[src/rtl/mm_copy_engine_if.sv]
// Avalon-MM read/write master pair (control + user buffer ports) seen by mm_copy_engine.
// master: the copy engine side; slave: the PCIe read/write master pair side.
interface mm_copy_engine_if #(
  parameter int ADDRESSWIDTH = 28,
  parameter int DATAWIDTH    = 32
) ();
  logic                    read_control_fixed_location;
  logic [ADDRESSWIDTH-1:0] read_control_read_base;
  logic [ADDRESSWIDTH-1:0] read_control_read_length;
  logic                    read_control_go;
  logic                    read_control_done;
  logic                    read_user_read_buffer;
  logic [DATAWIDTH-1:0]    read_user_buffer_output_data;
  logic                    read_user_data_available;

  logic                    write_control_fixed_location;
  logic [ADDRESSWIDTH-1:0] write_control_write_base;
  logic [ADDRESSWIDTH-1:0] write_control_write_length;
  logic                    write_control_go;
  logic                    write_control_done;
  logic                    write_user_write_buffer;
  logic [DATAWIDTH-1:0]    write_user_buffer_data;
  logic                    write_user_buffer_full;

  modport master (
    output read_control_fixed_location, read_control_read_base, read_control_read_length,
    output read_control_go, read_user_read_buffer,
    input  read_control_done, read_user_buffer_output_data, read_user_data_available,
    output write_control_fixed_location, write_control_write_base, write_control_write_length,
    output write_control_go, write_user_write_buffer, write_user_buffer_data,
    input  write_control_done, write_user_buffer_full
  );

  modport slave (
    input  read_control_fixed_location, read_control_read_base, read_control_read_length,
    input  read_control_go, read_user_read_buffer,
    output read_control_done, read_user_buffer_output_data, read_user_data_available,
    input  write_control_fixed_location, write_control_write_base, write_control_write_length,
    input  write_control_go, write_user_write_buffer, write_user_buffer_data,
    output write_control_done, write_user_buffer_full
  );
endinterface

[src/rtl/mm_copy_engine.sv]
// Host-memory copy engine: read master -> show-ahead FIFO -> write master, one start/done per copy.
// Optional MM_COPY_ENGINE_CHKSUM_EN adds a `checksum` port (XOR of every word written).
module mm_copy_engine #(
  parameter int ADDRESSWIDTH = 28,
  parameter int DATAWIDTH    = 32,
  parameter int FIFO_DEPTH   = 16
) (
  input  logic                    clk,
  input  logic                    reset,
  input  logic                    start,
  input  logic [ADDRESSWIDTH-1:0] src_base,
  input  logic [ADDRESSWIDTH-1:0] dst_base,
  input  logic [ADDRESSWIDTH-1:0] word_count,
  output logic                    busy,
  output logic                    done,
  output logic [31:0]             status,
`ifdef MM_COPY_ENGINE_CHKSUM_EN
  output logic [DATAWIDTH-1:0]    checksum,
`endif
  mm_copy_engine_if.master        mm
);

  localparam logic [1:0] IDLE   = 2'd0;
  localparam logic [1:0] GO     = 2'd1;
  localparam logic [1:0] XFER   = 2'd2;
  localparam logic [1:0] FINISH = 2'd3;

  localparam int                      PTR_W          = $clog2(FIFO_DEPTH);
  localparam logic [PTR_W:0]          PTR_ONE        = 1;
  localparam logic [ADDRESSWIDTH-1:0] CNT_ONE        = 1;
  localparam logic [ADDRESSWIDTH-1:0] BYTES_PER_WORD = ADDRESSWIDTH'(DATAWIDTH / 8);

  logic [1:0]              state_q, state_d;
  logic [ADDRESSWIDTH-1:0] src_q, dst_q, count_q;
  logic [ADDRESSWIDTH-1:0] rd_cnt_q, wr_cnt_q;
  logic [PTR_W:0]          wr_ptr_q, rd_ptr_q;
  logic                    first_q, wdone_q;
  logic [DATAWIDTH-1:0]    mem [FIFO_DEPTH];

  logic                    accept, in_xfer, fifo_empty, fifo_full, push, drain;
  logic [DATAWIDTH-1:0]    head;

  assign accept     = (state_q == IDLE) && start;
  assign in_xfer    = (state_q == XFER);
  // Extra pointer MSB distinguishes full from empty when the index bits match.
  assign fifo_empty = (wr_ptr_q == rd_ptr_q);
  assign fifo_full  = (wr_ptr_q[PTR_W] != rd_ptr_q[PTR_W]) &&
                      (wr_ptr_q[PTR_W-1:0] == rd_ptr_q[PTR_W-1:0]);
  assign push       = in_xfer && mm.read_user_data_available && !fifo_full && (rd_cnt_q < count_q);
  assign drain      = in_xfer && !fifo_empty && !mm.write_user_buffer_full;
  assign head       = mem[rd_ptr_q[PTR_W-1:0]];

  // NOTE: always_comb assigns a default first so no path can infer a latch.
  always_comb begin
    state_d = state_q;
    case (state_q)
      IDLE:    if (start) state_d = (word_count == '0) ? FINISH : GO;
      GO:      state_d = XFER;
      XFER:    if ((wr_cnt_q == count_q) && wdone_q) state_d = FINISH;
      FINISH:  state_d = IDLE;
      default: state_d = IDLE;
    endcase
  end

  // NOTE: sequential state uses non-blocking assignments so every register samples pre-edge values.
  always_ff @(posedge clk or negedge reset) begin
    if (!reset) begin
      state_q  <= IDLE;
      src_q    <= '0;
      dst_q    <= '0;
      count_q  <= '0;
      rd_cnt_q <= '0;
      wr_cnt_q <= '0;
      wr_ptr_q <= '0;
      rd_ptr_q <= '0;
      first_q  <= 1'b0;
      wdone_q  <= 1'b0;
    end else begin
      state_q <= state_d;
      first_q <= (state_q == GO);
      if (accept) begin
        src_q    <= src_base;
        dst_q    <= dst_base;
        count_q  <= word_count;
        rd_cnt_q <= '0;
        wr_cnt_q <= '0;
        wr_ptr_q <= '0;
        rd_ptr_q <= '0;
        wdone_q  <= 1'b0;
      end else begin
        if (push) begin
          wr_ptr_q <= wr_ptr_q + PTR_ONE;
          rd_cnt_q <= rd_cnt_q + CNT_ONE;
        end
        if (drain) begin
          rd_ptr_q <= rd_ptr_q + PTR_ONE;
          wr_cnt_q <= wr_cnt_q + CNT_ONE;
        end
        // Completion from the write master is trusted only after the first XFER cycle.
        if (in_xfer && !first_q && mm.write_control_done) wdone_q <= 1'b1;
      end
    end
  end

  // NOTE: FIFO storage has no reset; the pointers alone define which entries are valid.
  always_ff @(posedge clk) begin
    if (push) mem[wr_ptr_q[PTR_W-1:0]] <= mm.read_user_buffer_output_data;
  end

`ifdef MM_COPY_ENGINE_CHKSUM_EN
  logic [DATAWIDTH-1:0] chk_q;

  always_ff @(posedge clk or negedge reset) begin
    if (!reset)      chk_q <= '0;
    else if (accept) chk_q <= '0;
    else if (drain)  chk_q <= chk_q ^ head;
  end

  assign checksum = chk_q;
`endif

  assign busy   = (state_q != IDLE);
  assign done   = (state_q == FINISH);
  assign status = {2'b00, state_q, rd_cnt_q[11:0], wr_cnt_q[15:0]};

  assign mm.read_control_fixed_location  = 1'b0;
  assign mm.write_control_fixed_location = 1'b0;
  assign mm.read_control_read_base       = src_q;
  assign mm.write_control_write_base     = dst_q;
  assign mm.read_control_read_length     = count_q * BYTES_PER_WORD;
  assign mm.write_control_write_length   = count_q * BYTES_PER_WORD;
  assign mm.read_control_go              = (state_q == GO);
  assign mm.write_control_go             = (state_q == GO);
  assign mm.read_user_read_buffer        = push;
  assign mm.write_user_write_buffer      = drain;
  assign mm.write_user_buffer_data       = fifo_empty ? '0 : head;

endmodule

[src/flat_wrapper.sv]
// flat-port wrapper written by rule: the top's interface ports become plain ports
module mm_copy_engine_flat 
#(
  parameter int ADDRESSWIDTH = 28,
  parameter int DATAWIDTH    = 32,
  parameter int FIFO_DEPTH   = 16
)
  (clk, reset, start, src_base, dst_base, word_count, busy, done, status, mm_read_control_fixed_location, mm_read_control_read_base, mm_read_control_read_length, mm_read_control_go, mm_read_user_read_buffer, mm_read_control_done, mm_read_user_buffer_output_data, mm_read_user_data_available, mm_write_control_fixed_location, mm_write_control_write_base, mm_write_control_write_length, mm_write_control_go, mm_write_user_write_buffer, mm_write_user_buffer_data, mm_write_control_done, mm_write_user_buffer_full);
  mm_copy_engine_if #(.ADDRESSWIDTH(ADDRESSWIDTH), .DATAWIDTH(DATAWIDTH)) mm_i ();
  input  logic clk;
  input  logic reset;
  input  logic start;
  input  logic [ADDRESSWIDTH-1:0] src_base;
  input  logic [ADDRESSWIDTH-1:0] dst_base;
  input  logic [ADDRESSWIDTH-1:0] word_count;
  output logic busy;
  output logic done;
  output logic [31:0] status;
  output wire logic [$bits(mm_i.read_control_fixed_location)-1:0] mm_read_control_fixed_location;
  output wire logic [$bits(mm_i.read_control_read_base)-1:0] mm_read_control_read_base;
  output wire logic [$bits(mm_i.read_control_read_length)-1:0] mm_read_control_read_length;
  output wire logic [$bits(mm_i.read_control_go)-1:0] mm_read_control_go;
  output wire logic [$bits(mm_i.read_user_read_buffer)-1:0] mm_read_user_read_buffer;
  input wire logic [$bits(mm_i.read_control_done)-1:0] mm_read_control_done;
  input wire logic [$bits(mm_i.read_user_buffer_output_data)-1:0] mm_read_user_buffer_output_data;
  input wire logic [$bits(mm_i.read_user_data_available)-1:0] mm_read_user_data_available;
  output wire logic [$bits(mm_i.write_control_fixed_location)-1:0] mm_write_control_fixed_location;
  output wire logic [$bits(mm_i.write_control_write_base)-1:0] mm_write_control_write_base;
  output wire logic [$bits(mm_i.write_control_write_length)-1:0] mm_write_control_write_length;
  output wire logic [$bits(mm_i.write_control_go)-1:0] mm_write_control_go;
  output wire logic [$bits(mm_i.write_user_write_buffer)-1:0] mm_write_user_write_buffer;
  output wire logic [$bits(mm_i.write_user_buffer_data)-1:0] mm_write_user_buffer_data;
  input wire logic [$bits(mm_i.write_control_done)-1:0] mm_write_control_done;
  input wire logic [$bits(mm_i.write_user_buffer_full)-1:0] mm_write_user_buffer_full;
  assign mm_read_control_fixed_location = mm_i.read_control_fixed_location;
  assign mm_read_control_read_base = mm_i.read_control_read_base;
  assign mm_read_control_read_length = mm_i.read_control_read_length;
  assign mm_read_control_go = mm_i.read_control_go;
  assign mm_read_user_read_buffer = mm_i.read_user_read_buffer;
  assign mm_i.read_control_done = mm_read_control_done;
  assign mm_i.read_user_buffer_output_data = mm_read_user_buffer_output_data;
  assign mm_i.read_user_data_available = mm_read_user_data_available;
  assign mm_write_control_fixed_location = mm_i.write_control_fixed_location;
  assign mm_write_control_write_base = mm_i.write_control_write_base;
  assign mm_write_control_write_length = mm_i.write_control_write_length;
  assign mm_write_control_go = mm_i.write_control_go;
  assign mm_write_user_write_buffer = mm_i.write_user_write_buffer;
  assign mm_write_user_buffer_data = mm_i.write_user_buffer_data;
  assign mm_i.write_control_done = mm_write_control_done;
  assign mm_i.write_user_buffer_full = mm_write_user_buffer_full;
  mm_copy_engine #(.ADDRESSWIDTH(ADDRESSWIDTH), .DATAWIDTH(DATAWIDTH), .FIFO_DEPTH(FIFO_DEPTH)) u_core (.clk(clk), .reset(reset), .start(start), .src_base(src_base), .dst_base(dst_base), .word_count(word_count), .busy(busy), .done(done), .status(status), .mm(mm_i));
endmodule
[config.mk]
export PLATFORM = sky130hd
export DESIGN_NAME = mm_copy_engine_flat
export DESIGN_NICKNAME = d
export VERILOG_FILES = /design/src/rtl/mm_copy_engine_if.sv /design/src/rtl/mm_copy_engine.sv /design/src/flat_wrapper.sv
export SDC_FILE = /design/constraint.sdc
export NUM_CORES = 1
export LEC_CHECK = 0
export BUFFER_PORTS_ARGS = -buffer_cell sky130_fd_sc_hd__buf_2
export CAP_MARGIN = 0
export CORE_ASPECT_RATIO = 1.1
export CORE_MARGIN = 5
export CORE_UTILIZATION = 45
export CTS_CLUSTER_DIAMETER = 80
export DETAILED_ROUTE_END_ITERATION = 8
export PLACE_DENSITY = 0.66
export SLEW_MARGIN = 20
export SYNTH_ARGS = -nofsm -noshare
export SYNTH_HDL_FRONTEND = slang
export SYNTH_SLANG_ARGS = --single-unit
[constraint.sdc]
create_clock -name clk -period 5.59 [get_ports clk]
set_input_delay 0.8385 -clock clk [delete_from_list [all_inputs] [get_ports clk]]
set_output_delay 0.8385 -clock clk [all_outputs]
set_load 0.02 [all_outputs]
==> results of run 1 <==
-- registers in the layout, indices dropped and copies added, names as in the netlist --
register / cells
u_core.mm.write_control_write_base: 28
u_core.wdone_q: 1
u_core.count_q: 28
u_core.wr_cnt_q: 28
u_core.state_q: 2
u_core.wr_ptr_q: 5
u_core.rd_cnt_q: 28
u_core.mem: 512
u_core.first_q: 1
u_core.rd_ptr_q: 5
u_core.mm.read_control_read_base: 28
-- how the worst min path moves through the flow --
| stage | start | to | slack, ps | cells after the start |
|---|---|---|---|---|
| 2_1_floorplan | u_core.wdone_q$_DFFE_PN0P_ | u_core.wdone_q$_DFFE_PN0P_ | 460 | 2 |
| 3_3_place_gp | u_core.mm.read_control_read_base[4]$_DFFE_PN0P_ | u_core.mm.read_control_read_base[4]$_DFFE_PN0P_ | 450 | 2 |
| 3_5_place_dp | u_core.mm.write_control_write_base[5]$_DFFE_PN0P_ | u_core.mm.write_control_write_base[5]$_DFFE_PN0P_ | 460 | 2 |
| 4_1_cts | reset | u_core.mm.read_control_read_base[21]$_DFFE_PN0P_ | 350 | 1 |
| 5_1_grt | reset | u_core.mm.read_control_read_base[21]$_DFFE_PN0P_ | 400 | 1 |
| 6_report | reset | u_core.mm.write_control_write_base[12]$_DFFE_PN0P_ | 350 | 1 |
-- Yosys cell counts (all sizes together), types with 33 or more instances --
cell / count / share of area
edfxtp: 512 / 0.55
nand2: 239 / 0.032
mux4: 160 / 0.13
dfrtp: 154 / 0.14
buf: 115 / 0.029
clkbuf: 65 / 0.0087
inv: 48 / 0.0064
nor2: 46 / 0.0061
o21ai: 45 / 0.0080
xnor2: 40 / 0.012
ha: 39 / 0.017
a21oi: 34 / 0.0062
nor2b: 33 / 0.0073
-- critical path, stage by stage (launching register included) --
cell,delay [ps]
dfrtp_4,800
buf_4,730
mux4_2,600
mux4_2,460
nor2b_1,170
buf_2,190
-- metrics by stage --
step                      total power (W)  instance area (um^2)  cells  TNS (ps)
after global placement             0.0104                 30100   2745         0
after floorplan                   0.00923                 28200   1764    -36920
after global routing               0.0156                 32300   2871         0
after detailed placement           0.0105                 30100   2745         0
final                              0.0148                 32300   2876         0
after CTS                          0.0150                 32300   2870         0
-- cell type report --
type | count | area, um^2 | area share
clock inverter | 37 | 353 | 0.0109
inverter | 48 | 180 | 0.00558
antenna | 6 | 15.0 | 0.000465
clock buffer | 88 | 1880 | 0.0582
tap | 833 | 1040 | 0.0323
multi-input combinational | 870 | 7860 | 0.243
timing repair buffer | 328 | 1740 | 0.0538
sequential | 666 | 19200 | 0.596
-- metal layers --
metal | up-vias | global-route usage
met5 | - | 0
met1 | 8200 | 0.253
li1 | 7056 | -
met2 | 622 | 0.317
met3 | 113 | 0.0368
met4 | 0 | 0.0688
-- power by group through the flow --
stage | registers, W | logic (W) | clock network, W
after global routing | 0.00622 | 0.00453 | 0.00481
after CTS | 0.00617 | 0.00425 | 0.00459
after detailed placement | 0.00627 | 0.00423 | 0
after global placement | 0.00625 | 0.00417 | 0
after floorplan | 0.00631 | 0.00292 | 0
final | 0.00617 | 0.00416 | 0.00448
-- kinds of logic (layout without fill, tap and decap cells) --
| logic type | count (synthesis) | after routing | synth area share |
|---|---|---|---|
| AO/OA/AOI/OAI | 119 | 119 | 0.0252 |
| buffers and inverters | 228 | 501 | 0.0439 |
| multiplexers | 170 | 170 | 0.131 |
| XOR/XNOR | 60 | 60 | 0.0186 |
| adder cells (fa/ha/maj) | 39 | 39 | 0.0173 |
| flip-flops | 666 | 666 | 0.682 |
| AND/OR/NAND/NOR | 474 | 474 | 0.0814 |
| other | 1 | 14 | 0.000133 |
==> impl_metrics.toml, run 1 <==
[route]
wl_per_cell_um = 22.8
first_pass_iters = 5
avgViaCountPerCell = 5.56
drt_wl_total_mm = 65.7
top_layer = "met4"
wl_met1_mm = 26.6
drc = 0
wl_met3_mm = 4.45
postRouteAntennaNets = 0
wl_met2_mm = 32.5
drtIter0Drc = 1232
vias = 15991

[placed_design]
gp_congestion = 0.903
post-dp-hpwl_mm = 38.3
portBuffers = 297
dp_slack_ps = 1600

[layout]
area_growth_pct = 14.6
layout_commonest_cell = "edfxtp_1"
final_nets = 2145
fin_util = 0.519
drive_gt1_frac = 0.305
final_cell_mix = "512 x edfxtp_1, 296 x buf_2, 238 x nand2_1"
fillers = 5175

[grt]
grt-ovfl-total = 0
grt_first_pass_wirelength_mm = 99.5
grt_pass1_vias = 16325
grt_max_degree = 98
antenna_found_initial = 6
grtUsageTotal = 0.190

[clock_network]
path_clk_slew_ps = 60
cts_buffers = 69
clk_latency_ps = 600
post_cts_resized = 0
cts_htree_levels = 3
ctsHoldBuffers = 0
cts-root-to-sink-buffers = 3
cts.sinks = 666
cts_root_buf = "clkbuf_16"
cts_setup_buffers = 0
cts_tree = "built"

[power]
leakage_nw = 11.8
intPower_w = 0.00994
power.density_nw_per_um2 = 459
combPwrFrac = 0.281
switching_share = 0.329
ir_drop_mv = 0.363
p_sw_w = 0.00488
clkPwrFrac = 0.303
pwr-share-seq = 0.416

[floorplanning]
start_util = 0.453
die_area_um2 = 67800
io_pins = 307
core_um2 = 62200
die_h_um = 273
die_w_um = 249
rows = 96

[job]
max_cap_violations = 0

[synth]
syn_area_um2 = 28200
yosysWarnings = 0
synth_enable_flop_cells = 512
synth.distinct_cells = 52
yosysSeqAreaShare = 0.682
synth_seq_cells = 666
async_flop_share = 0.231
ys.flop_type = "edfxtp_1"
synth_cells = 1757
avgSynthCellArea_um2 = 16.0

[critical_path]
r2r_setup_slack_ps = 1650
cp-startpoint = "u_core.rd_ptr_q[0]$_DFFE_PN0P_"
crit_required_ps = 4750
cp.arrival_ps = 3590
critPathMaxFanout = 38
reg2regPathDepth = 10
endpoint = "mm_write_user_buffer_data[29]"
start_kind = "flop"
r2r-end = "u_core.mem[7][21]$_DFFE_PP_"
r2r-start = "u_core.count_q[17]$_DFFE_PN0P_"
crit_type = "flop to output port"
cp-end-kind = "output port"

[timing]
final.min_clock_period_ps = 4430
relSlewSlack = 0.304
hold_violations = 0
fin_crit_sh = 0.792
skew_ps = 12.5
final.setup.worst_slack_ps = 1160
holdWs_ps = 351
tightest_slew_ps = 1040
rsz0062_at_grt = "false"
finalMaxSlewViolations = 0
max_freq_ghz = 0.226
setup_viol = 0

[outcome]
status = "complete, no violations"

[hold_path]
min_path_type = "input pin to asynchronous set/reset pin"
No activity file was read; power rests on OpenSTA's default activity.
==> run 2, diff against run 1 <==
--- a/config.mk
+++ b/config.mk
@@ -12,7 +12,6 @@
 export CORE_UTILIZATION = 45
 export CTS_CLUSTER_DIAMETER = 80
 export DETAILED_ROUTE_END_ITERATION = 8
-export PLACE_DENSITY = 0.66
 export SLEW_MARGIN = 20
 export SYNTH_ARGS = -nofsm -noshare
 export SYNTH_HDL_FRONTEND = slang
==> constraint.sdc (replaced) <==
create_clock -name clk -period 4.5 [get_ports clk]
set_input_delay 0.675 -clock clk [delete_from_list [all_inputs] [get_ports clk]]
set_output_delay 0.675 -clock clk [all_outputs]
set_load 0.02 [all_outputs]
==> run 2 against run 1 <==
Effect of this change: sequential power increased by 23%; via count is 0.92% lower; first-iteration DRC count is 12% lower; total power up 26%; hold slack got worse by 270 ps; worst setup slack worse by 590 ps; flip-flop and latch count stayed put; routed wire length up 2.3%; critical path type unchanged; highest routed layer is now met5.
==> impl_metrics.toml, run 2 (synthesized netlist as in run 1, its figures left out) <==
[layout]
largest_reg_flops = 512
area_growth_pct = 15.7
fin_util = 0.524
final_nets = 2152
drive_gt1_frac = 0.305
layout_commonest_cell = "edfxtp_1"
fin_cells = 2881
final_cell_mix = "512 x edfxtp_1, 296 x buf_2, 238 x nand2_1"

[clock_network]
cts_setup_buffers = 0
cts_buffers = 71
post_cts_resized = 0
ctsHoldBuffers = 0
clk_latency_ps = 610
cts-root-to-sink-buffers = 3
path_clk_slew_ps = 50
cts_htree_levels = 3
cts_tree = "built"
cts_root_buf = "clkbuf_16"
cts.sinks = 666

[critical_path]
start_kind = "flop"
r2r-start = "u_core.wr_ptr_q[3]$_DFFE_PN0P_"
cp.arrival_ps = 3250
crit_required_ps = 3830
r2r_setup_slack_ps = 900
crit_type = "flop to output port"
reg2regPathDepth = 8
cp_cell_sequence = "xnor2_1, nand4_1, nor2_4, buf_4, nor2b_1, buf_2"
r2r-end = "u_core.mem[2][7]$_DFFE_PP_"
cp-end-kind = "output port"
max_stage_delay_ps = 920
cp-startpoint = "u_core.wr_ptr_q[3]$_DFFE_PN0P_"
endpoint = "mm_write_user_buffer_data[13]"
critPathMaxFanout = 32
cpMaxStageDelayCell = "dfrtp_1"

[placed_design]
gp_congestion = 0.891
post-dp-hpwl_mm = 38.8
portBuffers = 297
placedCellCount = 2750

[floorplanning]
io_pins = 307
core_um2 = 62200
die_h_um = 273
die_area_um2 = 67800
start_util = 0.453
die_w_um = 249
rows = 96

[route]
avgViaCountPerCell = 5.50
drc = 0
postRouteAntennaNets = 0
drtIter0Drc = 1090
vias = 15844
first_pass_iters = 6
drt_wl_total_mm = 67.2
wl_per_cell_um = 23.3

[timing]
final.min_clock_period_ps = 3920
max_freq_ghz = 0.255
tightest_slew_ps = 1130
relSlewSlack = 0.246
fin_crit_sh = 0.872
setup_viol = 0
holdWs_ps = 78.3
finalMaxSlewViolations = 0
skew_ps = 23.1
rsz0062_at_grt = "false"
hold_violations = 0

[power]
power.total_w = 0.0186
power.density_nw_per_um2 = 572
leakage_nw = 11.9
ir_drop_mv = 0.369

[grt]
grt_max_degree = 132
grt_pass1_vias = 16327
antenna_found_initial = 8
grt-ovfl-total = 0
grt_first_pass_wirelength_mm = 101
grtUsageTotal = 0.195

[outcome]
status = "complete, no violations"

[job]
max_cap_violations = 0

[hold_path]
min_path_type = "input pin to asynchronous set/reset pin"
run 2: cell types whose count changed in the layout (fill, tap and decap cells not counted), sizes merged:
cell,change
diode,-3
bufinv,+3
buf,+5
clkinvlp,-3
inv,+1
clkbuf,+2
run 2: per-layer routing:
layer	wire (um)	GRT usage	part of all wire	vias up
li1	-	-	-	7063
met1	27300	0.251	0.41	8132
met2	34000	0.336	0.51	531
met3	4070	0.0402	0.061	114
met4	1810	0.0598	0.027	4
met5	27	0	0.00040	-
run 2: layout make-up:
cell class | instances | area [um^2]
fillers | 5128 | 29600
clock buffers | 90 | 1910
flip-flops and latches | 666 | 19200
inverters | 48 | 180
well taps | 833 | 1040
multi-input cells | 870 | 7880
diodes | 3 | 7.51
clock inverters | 38 | 404
repair buffers | 333 | 1950
run 2: worst min-delay path by stage:
stage | slack (ps) | from | end
2_1_floorplan | 380 | reset | u_core.count_q[0]$_DFFE_PN0P_
3_3_place_gp | 450 | u_core.mm.read_control_read_base[27]$_DFFE_PN0P_ | u_core.mm.read_control_read_base[27]$_DFFE_PN0P_
3_5_place_dp | 460 | u_core.mm.read_control_read_base[25]$_DFFE_PN0P_ | u_core.mm.read_control_read_base[25]$_DFFE_PN0P_
4_1_cts | 60 | reset | u_core.mm.read_control_read_base[27]$_DFFE_PN0P_
5_1_grt | 110 | reset | u_core.mm.read_control_read_base[27]$_DFFE_PN0P_
6_report | 80 | reset | u_core.mm.read_control_read_base[27]$_DFFE_PN0P_
run 2: per-stage QoR:
| stage | setup WS, ps | TNS [ps] | cell area [um^2] |
|---|---|---|---|
| after detailed placement | 834 | 0 | 30300 |
| final | 578 | 0 | 32600 |
| after floorplan | -1470 | -141560 | 28200 |
| after global placement | 931 | 0 | 30300 |
| after CTS | 481 | 0 | 32600 |
| after global routing | 303 | 0 | 32600 |
run 2: report_power, final:
group	switching [W]	internal, W	leakage [nW]
sequential	0.000465	0.00712	6.61
combinational	0.00324	0.00204	4.20
clock	0.00236	0.00343	1.14
run 2: critical path: cells and delay by family (launching register included):
family,cells,cell delay [ps]
xor gates and xnor gates,1,200
DFF,1,920
buffers and inverters,2,730
and+or+nand+nor,3,780
==> run 3, diff against run 2 <==
--- a/config.mk
+++ b/config.mk
@@ -5,6 +5,8 @@
 export SDC_FILE = /design/constraint.sdc
 export NUM_CORES = 1
 export LEC_CHECK = 0
+export ABC_AREA = 1
+export ABC_CLOCK_PERIOD_IN_PS = 4500
 export BUFFER_PORTS_ARGS = -buffer_cell sky130_fd_sc_hd__buf_2
 export CAP_MARGIN = 0
 export CORE_ASPECT_RATIO = 1.1
==> run 3 against run 2 <==
Effect of this change: utilization is 0.39 points lower; register-to-register slack better by 460 ps; global-route usage is 2.6 points higher; via count is 35% higher; sequential power is 2% higher; flip-flop and latch count stayed put; routed wire length is 21% higher; total power is 5.3% higher; synthesized cell count is 62% higher; hold slack better by 44 ps; largest cell class unchanged.
==> impl_metrics.toml, run 3 <==
[critical_path]
r2r-end = "u_core.mem[14][13]$_DFFE_PP_"
crit_required_ps = 3830
cp.arrival_ps = 3450
cp-end-kind = "output port"
start_kind = "flop"
critPathMaxFanout = 83
r2r-start = "u_core.rd_ptr_q[0]$_DFFE_PN0P_"
r2r_setup_slack_ps = 1360
crit_type = "flop to output port"
reg2regPathDepth = 8

[timing]
fin_crit_sh = 0.917
finalMaxSlewViolations = 0
fin_setup_tns_ps = 0
rsz0062_at_grt = "false"
max_freq_ghz = 0.242
relSlewSlack = 0.321
hold_violations = 0
setup_viol = 0
skew_ps = 23.6
tightest_slew_ps = 1020
final.setup.worst_slack_ps = 374
final.min_clock_period_ps = 4130

[synth]
synth_seq_cells = 666
synth_area_leader_cell = "edfxtp_1"
syn_area_um2 = 29700
synth.top_cells.by_count = "580 x nand2_1, 512 x edfxtp_1, 414 x nor2_1"
ys.flop_type = "edfxtp_1"
async_flop_share = 0.231
synth_enable_flop_cells = 512
avgSynthCellArea_um2 = 10.4
yosysWarnings = 0
yosysMostFrequentCell = "nand2_1"
synth_cells = 2845
yosysTopAreaCellShare = 0.517
yosysSeqAreaShare = 0.647
synth.distinct_cells = 37
netlist_top_cells_area = "edfxtp_1 52%, dfrtp_1 13%, nand2_1 7.3%, nor2_1 5.2%, o21ai_0 5.0%"

[job]
max_cap_violations = 0

[route]
vias = 21435
drt_wl_total_mm = 81.3
wl_per_cell_um = 20.6
drc = 0
postRouteAntennaNets = 0
first_pass_iters = 5
drtIter0Drc = 1867
avgViaCountPerCell = 5.44

[floorplanning]
die_h_um = 279
start_util = 0.455
rows = 98
core_um2 = 65200
die_w_um = 255
die_area_um2 = 71300
io_pins = 307

[placed_design]
dp_slack_ps = 903
placed_area_um2 = 31500
post-dp-hpwl_mm = 48.9
portBuffers = 297
gp_congestion = 0.913

[outcome]
status = "complete, no violations"

[clock_network]
path_clk_slew_ps = 60
cts_setup_buffers = 0
cts.sinks = 666
clk_latency_ps = 610
cts_htree_levels = 3
cts_tree = "built"
cts_buffers = 73
cts_root_buf = "clkbuf_16"
cts-root-to-sink-buffers = 3
ctsHoldBuffers = 0

[layout]
drive_gt1_frac = 0.159
fin_util = 0.520
area_growth_pct = 14.2
layout_commonest_cell = "nand2_1"
stdcell_area_um2 = 33900
final_cell_mix = "578 x nand2_1, 512 x edfxtp_1, 412 x nor2_1"
final_nets = 3190
largest_reg_flops = 512

[grt]
antenna_found_initial = 7
grt_pass1_vias = 20446
grt-ovfl-total = 0
grt_first_pass_wirelength_mm = 122
grt_max_degree = 119
grtUsageTotal = 0.221

[hold_path]
min_path_type = "input pin to asynchronous set/reset pin"

[power]
power.density_nw_per_um2 = 579
switching_share = 0.368
pwr-share-seq = 0.393
clkPwrFrac = 0.307
power.total_w = 0.0196
intPower_w = 0.0124
leakage_nw = 13.5
p_sw_w = 0.00722
combPwrFrac = 0.300
ir_drop_mv = 0.453
-- run 3: cell count changes after synthesis, sizes merged, moves of 92 or more --
cell	delta
inv	+104
mux4	-160
nand2	+343
nand3	+92
nor2	+370
o21ai	+274
-- run 3: worst max path at each step --
stage / startpoint / to / depth (start not counted)
2_1_floorplan: u_core.state_q[0]$_DFFE_PN0P_ / u_core.mem[13][0]$_DFFE_PP_ / 11
3_3_place_gp: u_core.rd_ptr_q[0]$_DFFE_PN0P_ / mm_write_user_buffer_data[5] / 6
3_5_place_dp: u_core.rd_ptr_q[0]$_DFFE_PN0P_ / mm_write_user_buffer_data[5] / 6
4_1_cts: u_core.rd_ptr_q[0]$_DFFE_PN0P_ / mm_write_user_buffer_data[5] / 6
5_1_grt: u_core.rd_ptr_q[0]$_DFFE_PN0P_ / mm_read_user_read_buffer / 9
6_report: u_core.rd_ptr_q[0]$_DFFE_PN0P_ / mm_write_user_buffer_data[31] / 7
-- run 3: area by class of cell --
cell class | count | area, um^2
inverter | 153 | 588
tap | 850 | 1060
clock buffer | 90 | 1970
timing repair buffer | 344 | 1920
antenna | 2 | 5.00
fill | 5777 | 31300
sequential | 666 | 19200
clock inverter | 45 | 463
multi-input combinational | 1790 | 8680
-- run 3: logic make-up after synthesis --
family	synth area share
and+or+nand+nor	0.163
buffers and inverters	0.0650
xor gates and xnor gates	0.0130
AOI/OAI and AO/OA	0.0951
other	0.000126
adders and majority gates	0.0164
DFF	0.647
-- run 3: metal layers --
metal	global-route usage	part of all wire
met5	0	0.00058
met2	0.369	0.49
met3	0.0376	0.066
met1	0.298	0.42
met4	0.0700	0.031
-- run 3: worst max-delay path: stages, from the launching register on --
cell	delay [ps]
dfrtp_4	750
inv_6	610
buf_4	470
nor2_1	80
o211ai_1	200
nand3_1	120
a31oi_1	320
buf_2	240
-- run 3: per-stage QoR --
| stage | hold WS [ps] | std cells |
|---|---|---|
| 2_1_floorplan | 379 | 2852 |
| 3_3_place_gp | 457 | 3803 |
| 3_5_place_dp | 460 | 3803 |
| 4_1_cts | 143 | 3938 |
| 5_1_grt | 177 | 3938 |
| 6_report | 123 | 3940 |
-- run 3: timing repair --
action	4_1_cts	5_1_grt
resized for setup	0	1
hold endpoints to repair	0	0
endpoints found under the setup margin	0	1
-- run 3: power by group through the flow --
stage | registers [W] | clock network [W] | logic [W]
3_5_place_dp | 0.00784 | 0 | 0.00591
2_1_floorplan | 0.00786 | 0 | 0.00395
3_3_place_gp | 0.00781 | 0 | 0.00582
6_report | 0.00772 | 0.00602 | 0.00589
5_1_grt | 0.00777 | 0.00642 | 0.00646
4_1_cts | 0.00772 | 0.00615 | 0.00593
